$ cat src/rtl/fetch_sequencer.sv
// Program counter and run-control sequencer for the instruction memory.
// Owns the instruction memory address, retires one instruction per valid
// cycle, applies taken branches and implements run/step/stop, breakpoint
// and end-of-program halt control.
module fetch_sequencer #(
  parameter logic [63:0] RESET_PC  = 64'h0000,
  parameter int unsigned PC_STEP   = 4,
  parameter logic [63:0] HALT_ADDR = 64'h006C,
  parameter int unsigned CNT_W     = 32
) (
  input  logic             clk,
  input  logic             rst_n,
  input  logic             start,
  input  logic             step,
  input  logic             stop,
  input  logic             bkpt_en,
  input  logic [63:0]      bkpt_addr,
  input  logic             branch_taken,
  input  logic [63:0]      branch_target,
  output logic [63:0]      imem_addr,
  input  logic [31:0]      instr_in,
  output logic [31:0]      instr_out,
  output logic             instr_valid,
  output logic [1:0]       state,
  output logic             halted,
  output logic [CNT_W-1:0] retired_count
);

  typedef enum logic [1:0] {
    IDLE = 2'b00,
    RUN  = 2'b01,
    STEP = 2'b10,
    HALT = 2'b11
  } state_t;

  state_t           st_q;
  logic [63:0]      pc_q;
  logic [CNT_W-1:0] cnt_q;
  logic             bkpt_skip_q;

  logic             at_halt_addr;
  logic             bkpt_hit;
  logic             hc;
  logic             active;
  logic             retire;
  logic [63:0]      pc_next;

  // Address LSBs of breakpoint and branch target are don't-care by design.
  logic             unused_addr_lsbs;
  assign unused_addr_lsbs = ^{bkpt_addr[1:0], branch_target[1:0]};

  assign at_halt_addr = (pc_q == HALT_ADDR);
  assign bkpt_hit     = bkpt_en && (pc_q[63:2] == bkpt_addr[63:2]) && !bkpt_skip_q;
  assign hc           = at_halt_addr || bkpt_hit;
  assign active       = (st_q == RUN) || (st_q == STEP);
  assign retire       = instr_valid && !stop;
  assign pc_next      = branch_taken ? {branch_target[63:2], 2'b00}
                                     : pc_q + 64'(PC_STEP);

  // Outputs derived from the registered state and current pc.
  always_comb begin
    imem_addr     = pc_q;
    instr_valid   = active && !hc;
    instr_out     = instr_valid ? instr_in : '0;
    state         = st_q;
    halted        = (st_q == HALT);
    retired_count = cnt_q;
  end

  // Run-control FSM, pc, retire counter and breakpoint-skip flag.
  always_ff @(posedge clk or negedge rst_n) begin
    if (!rst_n) begin
      st_q        <= IDLE;
      pc_q        <= RESET_PC;
      cnt_q       <= '0;
      bkpt_skip_q <= 1'b0;
    end else begin
      if (retire) begin
        pc_q        <= pc_next;
        bkpt_skip_q <= 1'b0;
        if (cnt_q != '1)
          cnt_q <= cnt_q + CNT_W'(1);
      end
      case (st_q)
        IDLE: begin
          if (start)     st_q <= RUN;
          else if (step) st_q <= STEP;
        end
        RUN: begin
          if (stop)      st_q <= IDLE;
          else if (hc)   st_q <= HALT;
        end
        STEP: begin
          // A blocked step halts; stop or a completed retire returns to IDLE.
          if (!stop && hc) st_q <= HALT;
          else             st_q <= IDLE;
        end
        HALT: begin
          // Only a breakpoint halt can be resumed; the end address needs reset.
          if (!at_halt_addr) begin
            if (start) begin
              st_q        <= RUN;
              bkpt_skip_q <= 1'b1;
            end else if (step) begin
              st_q        <= STEP;
              bkpt_skip_q <= 1'b1;
            end
          end
        end
        default: st_q <= IDLE;
      endcase
    end
  end

endmodule

$ cat config.mk
export PLATFORM = sky130hd
export DESIGN_NAME = fetch_sequencer
export DESIGN_NICKNAME = d
export VERILOG_FILES = /design/src/rtl/fetch_sequencer.sv
export SDC_FILE = /design/constraint.sdc
export NUM_CORES = 1
export LEC_CHECK = 0
export ABC_AREA = 1
export ABC_CLOCK_PERIOD_IN_PS = 2800
export CAP_MARGIN = 20
export CORE_MARGIN = 5
export CORE_UTILIZATION = 52
export DETAILED_ROUTE_END_ITERATION = 10
export GPL_TIMING_DRIVEN = 0
export PLACE_DENSITY = 0.95
export SLEW_MARGIN = 10
export SYNTH_ARGS = -nofsm -noshare
export SYNTH_HDL_FRONTEND = slang
export SYNTH_SLANG_ARGS = --single-unit
export TNS_END_PERCENT = 100
$ cat constraint.sdc
create_clock -name clk -period 2.8 [get_ports clk]
set_input_delay 0.28 -clock clk [delete_from_list [all_inputs] [get_ports clk]]
set_output_delay 0.28 -clock clk [all_outputs]
set_load 0.05 [all_outputs]
==> summary.txt, run 1 <==
Setup path
  • Cell family with the largest share of critical-path delay: simple AND/OR/NAND/NOR gates
  • Crit Reg-Reg Startpoint: imem_addr[2]$_DFFE_PN0P_
  • Required time of the worst setup path: 3050 ps
  • Type of the setup path with the least slack: reg2reg
  • Chain of cells forming the critical path: ha_1, nand2_1, nor2_4, nand2_1, nor3_1, nand3_1, nand2_1, nand3_1, nand2_1, nand2_1
  • Length in cells of the worst reg-to-reg path: 10
  • Type of origin of the critical path: flip-flop
  • CP most frequent cell: sky130_fd_sc_hd__nand2_1
  • Cell count along the critical path: 10
  • Type of destination of the critical path: flip-flop
  • Cell at the slowest stage of the critical path: sky130_fd_sc_hd__nor3_1
  • Critical Path Fanout Max: 8
  • Endpoint of the worst register-to-register path: imem_addr[58]$_DFFE_PN0P_
  • Worst path arrival time: 3080 ps
  • Largest incremental delay on the critical path: 820 ps
  • Buffering stage count on the worst path with inverters included: 0
  • Critical path startpoint: imem_addr[2]$_DFFE_PN0P_
  • Slack of the worst reg-to-reg path: -30 ps
  • Worst setup path endpoint: imem_addr[58]$_DFFE_PN0P_

Placed design
  • Dpl cells: 2208
  • Final estimated routing congestion in global placement: 1.19
  • DP Wirelength: 36.3 mm
  • Number of buffer cells added on primary ports: 291

Layout
  • # nets final: 2180
  • Fraction of final layout cells sized beyond drive strength 1: 9.39%
  • Most frequent cells in the layout: 747 x sky130_fd_sc_hd__nand2_1, 264 x sky130_fd_sc_hd__nor2_1, 257 x sky130_fd_sc_hd__clkdlybuf4s50_1
  • Most common cell after layout, fill and taps aside: sky130_fd_sc_hd__nand2_1
  • Post-layout utilization of the core: 72.8%
  • Area growth syn-to-layout: 38.7%
  • Final Non-Filler Cells: 2241
  • Antenna diode count: 0
  • Total of fill cells in the finished design: 1585

Synthesis
  • Number of flops mapped to enable cells by yosys: 0
  • Gate Count Post-Synth: 1686
  • Share of flip-flops with an asynchronous set or reset: 100%
  • Mux cell area share after synthesis: 0.213%
  • Synth Warn #: 0
  • Fraction of the mapped netlist area in compound gates: 6.23%
  • Sequential share of the synthesized area: 25.8%
  • Per-instance average area after synthesis: 5.57 sq um
  • Count of state elements after synthesis: 97
  • Count of cell types in the netlist: 37
  • Post-Synth Simple-Gate Area: 50.6%
  • Post-synthesis share of cell area spent on full adders, half adders and majority gates: 0.799%
  • Main combinational cell family by area after synthesis: simple AND/OR/NAND/NOR gates
  • Post-synthesis cell area: 0.00940 sq mm
  • Xor and xnor fraction of the mapped netlist area: 5.31%
  • Predominant post-synthesis flop cell: sky130_fd_sc_hd__dfrtp_1

Drt
  • Vias per inst: 5.62
  • 1st-iter DRT viols: 1568
  • Detailed-route via count: 12600
  • Total iterations of the first detailed-routing run: 6
  • Average wire length per cell after detail routing: 19.8 um
  • Count of nets left with antenna violations after detail routing: 0
  • Total wirelength of the detailed-routed design: 44.4 mm
  • Detailed-route DRC error count: 0

STA
  • Least setup slack across all paths after layout: -29.1 ps
  • Final period utilization: 101%
  • Fmax: 353 MHz
  • Minimum period implied by the final worst setup slack: 2830 ps
  • Hold violation total from the final report: 0
  • Rel. slew slack: 33.1%
  • Worst slew pin tran: 996 ps
  • Worst Skew: 19.3 ps
  • Final-report setup violation count: 1
  • Count of pins over their slew limit: 0

Floorplanning
  • Core area: 0.0179 sq mm
  • Ports placed on the boundary: 299
  • Initial Utilization: 52.5%
  • Die boundary width: 144 um
  • Height of the chip: 144 um
  • Rows: 49
  • Die ar.: 0.0209 sq mm

Status
  • Violations in the final reports: setup timing
  • Run status: finished, violations left

Flow run
  • Number of maximum-capacitance violations: 0

Power and ir drop
  • Lkg Pwr: 6.47 nW
  • Pwr dens: 994 mW/mm^2
  • Maximum vdd drop: 1150 uV

Global routing
  • Antenna violations before repair: 0
  • First-pass GRT wire length: 65.3 mm
  • Via count of the first global-routing pass: 11800
  • Maximum number of pins on one net before global-route repair: 58
  • Total track usage: 41.2%
  • Overflow after GRT: 0

Clocking
  • TritonCTS buffer count: 9
  • CTS tree: built
  • Worst skew pair latency: 380 ps
  • Number of sinks handled by clock tree synthesis: 97
  • Clock Path Buffers: 2
  • Reg clk slew, reported paths: 80 ps
  • Number of H-tree levels: 3
  • CTS Root Cell: sky130_fd_sc_hd__clkbuf_16

Min path
  • Min-Delay Path Class: in2async
-- sequential cells by signal, indices dropped and copies added, names as in the netlist --
name,flops
bkpt_skip_q,1
imem_addr,62
retired_count,32
state,2
-- cell type report --
class / count / area, sq um / area share (%)
well taps: 229 / 287 / 2.20
clock inverters: 7 / 72.6 / 0.557
plain buffers: 37 / 243 / 1.86
repair buffers: 309 / 2990 / 22.9
multi-input cells: 1339 / 5960 / 45.7
clock buffers: 9 / 225 / 1.73
inverters: 214 / 807 / 6.19
flip-flops and latches: 97 / 2450 / 18.8
-- per-layer routing --
metal | share of wire (%) | track usage, %
met4 | 7.3 | 24.1
met2 | 44 | 65.8
met1 | 36 | 50.9
met5 | 0 | 0
met3 | 13 | 9.36
-- what timing repair did --
item / CTS / global route
endpoints found under the hold margin: 40 / 0
hold buffers: 1 / 0
gates resized for setup: 190 / 41
setup endpoints to repair: 33 / 35
buffers inserted: 1 / 15
-- power by group --
part / leakage, nW / internal (mW) / switching [mW]
Sequential: 1.23 / 1.89 / 0.904
Clock: 0.148 / 0.634 / 0.689
Combinational: 5.09 / 2.74 / 6.10
-- cells by family (layout without fill, tap and decap cells) --
| group | Yosys count | count (layout) |
|---|---|---|
| multiplexers | 2 | 2 |
| buffers and inverters | 251 | 576 |
| adder cells (fa/ha/maj) | 6 | 6 |
| AO/OA/AOI/OAI | 93 | 93 |
| AND/OR/NAND/NOR | 1179 | 1179 |
| other | 1 | 2 |
| XOR/XNOR | 57 | 57 |
| flip-flops | 97 | 97 |
-- worst min path at each step --
stage	from	to	slack [ps]
2_1_floorplan	rst_n	bkpt_skip_q$_DFF_PN0_	-20
3_3_place_gp	retired_count[31]$_DFFE_PN0P_	retired_count[31]$_DFFE_PN0P_	490
3_5_place_dp	rst_n	imem_addr[43]$_DFFE_PN0P_	320
4_1_cts	rst_n	imem_addr[24]$_DFFE_PN0P_	490
5_1_grt	rst_n	imem_addr[43]$_DFFE_PN0P_	540
6_report	rst_n	imem_addr[43]$_DFFE_PN0P_	470
-- per-stage QoR --
stage / worst slack, ps / setup TNS [ps] / hold WS (ps) / cell area, sq um / power (mW)
6_report: -29.1 / -29.1 / 470 / 13000 / 13.0
4_1_cts: 1.04 / 0 / 489 / 12900 / 12.5
3_5_place_dp: -634 / -18440 / 315 / 12600 / 11.3
3_3_place_gp: -2370 / -245750 / 486 / 12600 / 11.1
2_1_floorplan: 278 / 0 / -15.6 / 9400 / 8.18
5_1_grt: -24.5 / -249 / 538 / 13000 / 13.5
-- cells in the mapped netlist (all sizes together) (8+ instances only) --
library cell  instances  area [sq um]
xor2                 49           429
dfrtp                97          2430
nor3                 40           211
clkbuf               18          67.6
xnor2                 8          70.1
a31oi                 9          56.3
inv                 213           800
nor2                273          1040
buf                  19           164
nand4                38           244
nand2               752          2830
o21ai                77           494
nand3                57           303
nor4                 10          62.6
No activity file was read; power rests on OpenSTA's default activity.
==> run 2: changes to the inputs <==
Settings changed: SLEW_MARGIN 10 to unset.
==> results of run 2 <==
Same layout as run 1: the final DEF is identical, and so are final timing and power.
==> run 3: changes to the inputs <==
Settings changed: CTS_CLUSTER_SIZE set to 24.
==> results of run 3 <==
Same layout as run 1: the final DEF is identical, and so are final timing and power.
